===== config.mk =====
export PLATFORM = sky130hd
export DESIGN_NAME = pipe_stage_reg
export DESIGN_NICKNAME = d
export VERILOG_FILES = /design/src/rtl/pipe_stage_reg.sv
export SDC_FILE = /design/constraint.sdc
export NUM_CORES = 1
export LEC_CHECK = 0
export ABC_AREA = 1
export CAP_MARGIN = 20
export CORE_MARGIN = 1.5
export CORE_UTILIZATION = 47
export DETAILED_ROUTE_END_ITERATION = 8
export GPL_TIMING_DRIVEN = 0
export MAX_ROUTING_LAYER = met4
export PLACE_DENSITY = 0.77
export SETUP_SLACK_MARGIN = 0.5
export SLEW_MARGIN = 20
export SYNTH_ARGS = -nofsm -noshare
export SYNTH_HDL_FRONTEND = slang
export SYNTH_SLANG_ARGS = --single-unit

===== constraint.sdc =====
create_clock -name clk -period 1.4 [get_ports clk]
set_input_delay 0.35 -clock clk [delete_from_list [all_inputs] [get_ports clk]]
set_output_delay 0.35 -clock clk [all_outputs]
set_load 0.01 [all_outputs]

===== src/rtl/pipe_stage_reg.sv =====
// Pipeline stage register for a PC/instruction pair with valid/ready handshake,
// flush-to-bubble, optional two-entry skid buffer and saturating perf counters.
module pipe_stage_reg #(
  parameter int                 PC_W     = 32,
  parameter int                 INST_W   = 32,
  parameter logic [INST_W-1:0]  NOP_INST = INST_W'(32'h00000013),
  parameter bit                 SKID     = 1'b1,
  parameter int                 CNT_W    = 16
) (
  input  logic              clk,
  input  logic              reset_n,
  input  logic              in_valid,
  output logic              in_ready,
  input  logic [PC_W-1:0]   in_pc,
  input  logic [INST_W-1:0] in_inst,
  output logic              out_valid,
  input  logic              out_ready,
  output logic [PC_W-1:0]   out_pc,
  output logic [INST_W-1:0] out_inst,
  input  logic              flush,
  input  logic              cnt_clear,
  output logic [CNT_W-1:0]  stall_cnt,
  output logic [CNT_W-1:0]  flush_cnt,
  output logic [CNT_W-1:0]  bubble_cnt
);

  logic              main_valid_reg;
  logic [PC_W-1:0]   main_pc_reg;
  logic [INST_W-1:0] main_inst_reg;
  logic              skid_valid_reg;
  logic [PC_W-1:0]   skid_pc_reg;
  logic [INST_W-1:0] skid_inst_reg;

  logic accept;
  logic send;
  logic main_load;

  assign send      = main_valid_reg & out_ready;
  assign accept    = in_valid & in_ready;
  assign main_load = !main_valid_reg | send;

  generate
    if (SKID) begin : g_skid
      // The skid only fills when main is held; in_ready comes straight off a flop.
      always_ff @(posedge clk or negedge reset_n) begin
        if (!reset_n) begin
          skid_valid_reg <= 1'b0;
          skid_pc_reg    <= '0;
          skid_inst_reg  <= '0;
        end else if (flush || main_load) begin
          skid_valid_reg <= 1'b0;
        end else if (accept) begin
          skid_valid_reg <= 1'b1;
          skid_pc_reg    <= in_pc;
          skid_inst_reg  <= in_inst;
        end
      end
      assign in_ready = !skid_valid_reg;
    end else begin : g_noskid
      assign skid_valid_reg = 1'b0;
      assign skid_pc_reg    = '0;
      assign skid_inst_reg  = '0;
      assign in_ready       = !main_valid_reg | out_ready;
    end
  endgenerate

  // An empty main register always carries pc=0 / NOP so the outputs need no muxing.
  always_ff @(posedge clk or negedge reset_n) begin
    if (!reset_n) begin
      main_valid_reg <= 1'b0;
      main_pc_reg    <= '0;
      main_inst_reg  <= NOP_INST;
    end else if (flush) begin
      main_valid_reg <= 1'b0;
      main_pc_reg    <= '0;
      main_inst_reg  <= NOP_INST;
    end else if (main_load) begin
      if (skid_valid_reg) begin
        main_valid_reg <= 1'b1;
        main_pc_reg    <= skid_pc_reg;
        main_inst_reg  <= skid_inst_reg;
      end else if (accept) begin
        main_valid_reg <= 1'b1;
        main_pc_reg    <= in_pc;
        main_inst_reg  <= in_inst;
      end else begin
        main_valid_reg <= 1'b0;
        main_pc_reg    <= '0;
        main_inst_reg  <= NOP_INST;
      end
    end
  end

  assign out_valid = main_valid_reg;
  assign out_pc    = main_pc_reg;
  assign out_inst  = main_inst_reg;

  // Counter order: 0 = stall, 1 = flush, 2 = bubble.
  logic [2:0] cnt_inc;
  assign cnt_inc = {!main_valid_reg & !flush, flush, main_valid_reg & !out_ready};

  genvar gi;
  generate
    for (gi = 0; gi < 3; gi++) begin : g_cnt
      logic [CNT_W-1:0] count_reg;
      always_ff @(posedge clk or negedge reset_n) begin
        if (!reset_n) begin
          count_reg <= '0;
        end else if (cnt_clear) begin
          count_reg <= '0;
        end else if (cnt_inc[gi] && (count_reg != '1)) begin
          count_reg <= count_reg + CNT_W'(1);
        end
      end
    end
  endgenerate

  assign stall_cnt  = g_cnt[0].count_reg;
  assign flush_cnt  = g_cnt[1].count_reg;
  assign bubble_cnt = g_cnt[2].count_reg;

endmodule


==> results.yml <==
layout:
  final_core_util: 0.813
  drive_above_1_share: 0.446
  nets: 1591
  areaGrowthSynthToFinish_pct: 68.3
yosys:
  synth_nets: 1207
  syn_area_per_cell_um2: 7.73
  ys_types: 35
  synthSimpleGateAreaFrac: 0.317
  synth_top_area_cell: "dfrtp_1"
  yosys-top-cells-count: "nand2_1, dfrtp_1, nand3_1"
  syn_inst: 1134
  async_flop_share: 1.00
  ys_top_cells_by_area: "dfrtp_1, nand2_1, nand3_1, o21ai_0, inv_1"
  post-synth-top-count-cell: "nand2_1"
  yosysWarnings: 0
  yosysSeqAreaShare: 0.509
  muxShareOfSynthArea: 0
  syn_area_um2: 8760
  synth_top_cell_area_share: 0.500
  synth-xor-area-share: 0.00800
  synth_fa_ha_area_frac: 0.00428
  ys_dominant_reg_cell: "dfrtp_1"
  synth_edf_count: 0
  ys_ff_latch: 178
  synth_top_family_by_area: "simple AND/OR/NAND/NOR gates"
  synth_compound_area_frac: 0.0847
critical_path:
  crit_type: "flop to flop"
  crit_arrival_ps: 1990
  cp-start-kind: "flop"
  crit_fanout: 6
  crit_path_end_kind: "flop"
  worstPathRequired_ps: 1770
global_route:
  grt_pass1_wl_um: 49800
  grt_max_degree: 92
  grt_overflow_total: 0
  antenna_found_initial: 1
  grt_pass1_vias: 9789
  track_usage: 0.331
sta:
  whs_ps: -194
  final.setup_skew_ps: 12.6
  max_freq_mhz: 618
  finalHoldViolCount: 84
  slew_headroom: 0.522
  rsz0062_at_grt: "yes"
  worst_slew_pin_slew_ps: 717
  finalSetupViolCount: 172
  worst_slack_ps: -217
  fin_crit_sh: 1.16
  layout_min_cycle_time_ps: 1620
  final_max_slew_viol_count: 0
placement:
  gp_congestion: 0.912
  dp_hpwl_um: 17000
  numPortBuffers: 181
  post-place-ws_ps: -714
drt:
  via_per_inst: 5.60
  drtIter0Drc: 689
  drc_errors: 11
  vias: 9870
  drt-wirelength-per-cell_um: 18.9
  ant_nets: 0
  wl_um: 33200
  dr.pass1.iters: 7
floorplan:
  die_h_um: 140
  rows: 49
  core-area_um2: 18100
  dieArea_um2: 19500
  io-pin-count: 184
  die_w_um: 140
  initial_core_util: 0.483
status:
  violations: "DRC, hold timing, setup timing"
  status: "finished, violations left"
worst_hold_path:
  hp-class: "input port to asynchronous set/reset pin"
clocking:
  root_buffer: "clkbuf_16"
  h-tree-depth: 4
  cts.clk_slew.worst_paths_ps: 80
  clk_path_buf_depth: 2
  tritoncts: "done"
  numCtsBuffers: 17
  clk_latency_ps: 450
  cts_sinks: 178
power:
  irDropWorstVdd_v: 0.000903
  p_leak_nw: 7.55
  power_density_nw_per_um2: 940
  p_total_mw: 13.9
flow_run:
  cap_viol_max_count: 0
==> repair_timing <==
action,CTS,global route
hold endpoints to repair,84,84
resized for setup,949,127
buffers inserted,130,28
setup endpoints to repair,292,377
pin swaps,53,49
gates cloned,23,2
==> where the power goes <==
| group | total (mW) | internal [mW] | leakage (nW) | switching (mW) |
|---|---|---|---|---|
| combinational | 2.76 | 1.34 | 4.91 | 1.41 |
| clock | 5.01 | 2.58 | 0.301 | 2.43 |
| sequential | 6.10 | 5.70 | 2.34 | 0.400 |
==> through the flow <==
step | cells | TNS (ps) | cell area [um^2]
floorplan | 1134 | -6240 | 8960
global route | 1761 | -25450 | 14700
finish | 1761 | -18600 | 14700
global placement | 1544 | -1434380 | 11100
CTS | 1730 | -6910 | 14000
detailed placement | 1545 | -96460 | 11100
==> layout make-up <==
| cell class | count | area, um^2 |
|---|---|---|
| Antenna cell | 1 | 2.50 |
| Buffer | 64 | 848 |
| Clock buffer | 17 | 425 |
| Clock inverter | 15 | 184 |
| Fill cell | 1069 | 3400 |
| Inverter | 102 | 408 |
| Multi-Input combinational cell | 790 | 4740 |
| Sequential cell | 178 | 4470 |
| Tap cell | 229 | 287 |
| Timing Repair Buffer | 365 | 3390 |
==> cells in the final DEF, fill, tap and decap left out, types with 5 or more instances in the layout <==
master and n:
nand2_2 87, nand4_1 25, nand3_1 141, inv_1 89, o21ai_4 15, clkbuf_2 5, clkbuf_16 28, inv_8 6
nor2_2 12, nand3_2 25, buf_6 78, o21ai_2 79, nand2_1 265, buf_8 18, buf_2 79, nor2_4 16
or2_2 6, xor2_1 8, buf_4 127, buf_16 10, clkbuf_8 18, dfrtp_2 10, nand2_4 11, dfrtp_1 165
clkdlybuf4s50_1 65, inv_2 5, o21ai_1 30, nand3_4 5, inv_4 5, inv_6 5, nor2_1 35, buf_12 11
==> critical path, stage by stage (launching register included) <==
cell,delay [ps]
dfrtp_1,430
inv_2,110
buf_6,120
nand2_8,60
nor2_4,170
inv_6,100
buf_6,130
buf_12,130
clkbuf_8,160
o21ai_1,130
==> metal layers <==
metal / vias up / share of wire / GRT usage
met1: 4786 / 0.39 / 0.405
met2: 499 / 0.49 / 0.538
met5: - / 0 / -
li1: 4466 / - / -
met3: 119 / 0.069 / 0.0516
met4: 0 / 0.047 / 0.158
==> path summary, 6_finish.rpt <==
path	cells after the start	slack, ps	to	start
setup / recovery	9	-220	skid_inst_reg[18]	skid_valid_reg
hold / removal	1	-190	flush_cnt[0]	reset_n
setup reg to reg	9	-220	skid_inst_reg[18]	skid_valid_reg
hold reg to reg	2	490	skid_pc_reg[3]	skid_pc_reg[3]
max in group asynchronous	2	790	out_pc[2]	reset_n
min in group clk	3	280	out_valid	in_valid
==> cells by family after synthesis <==
family | Yosys count
and+or+nand+nor | 637
DFF | 178
buffers and inverters | 166
AOI/OAI and AO/OA | 142
xor gates and xnor gates | 8
adders and majority gates | 3
No activity file was read; power rests on OpenSTA's default activity.
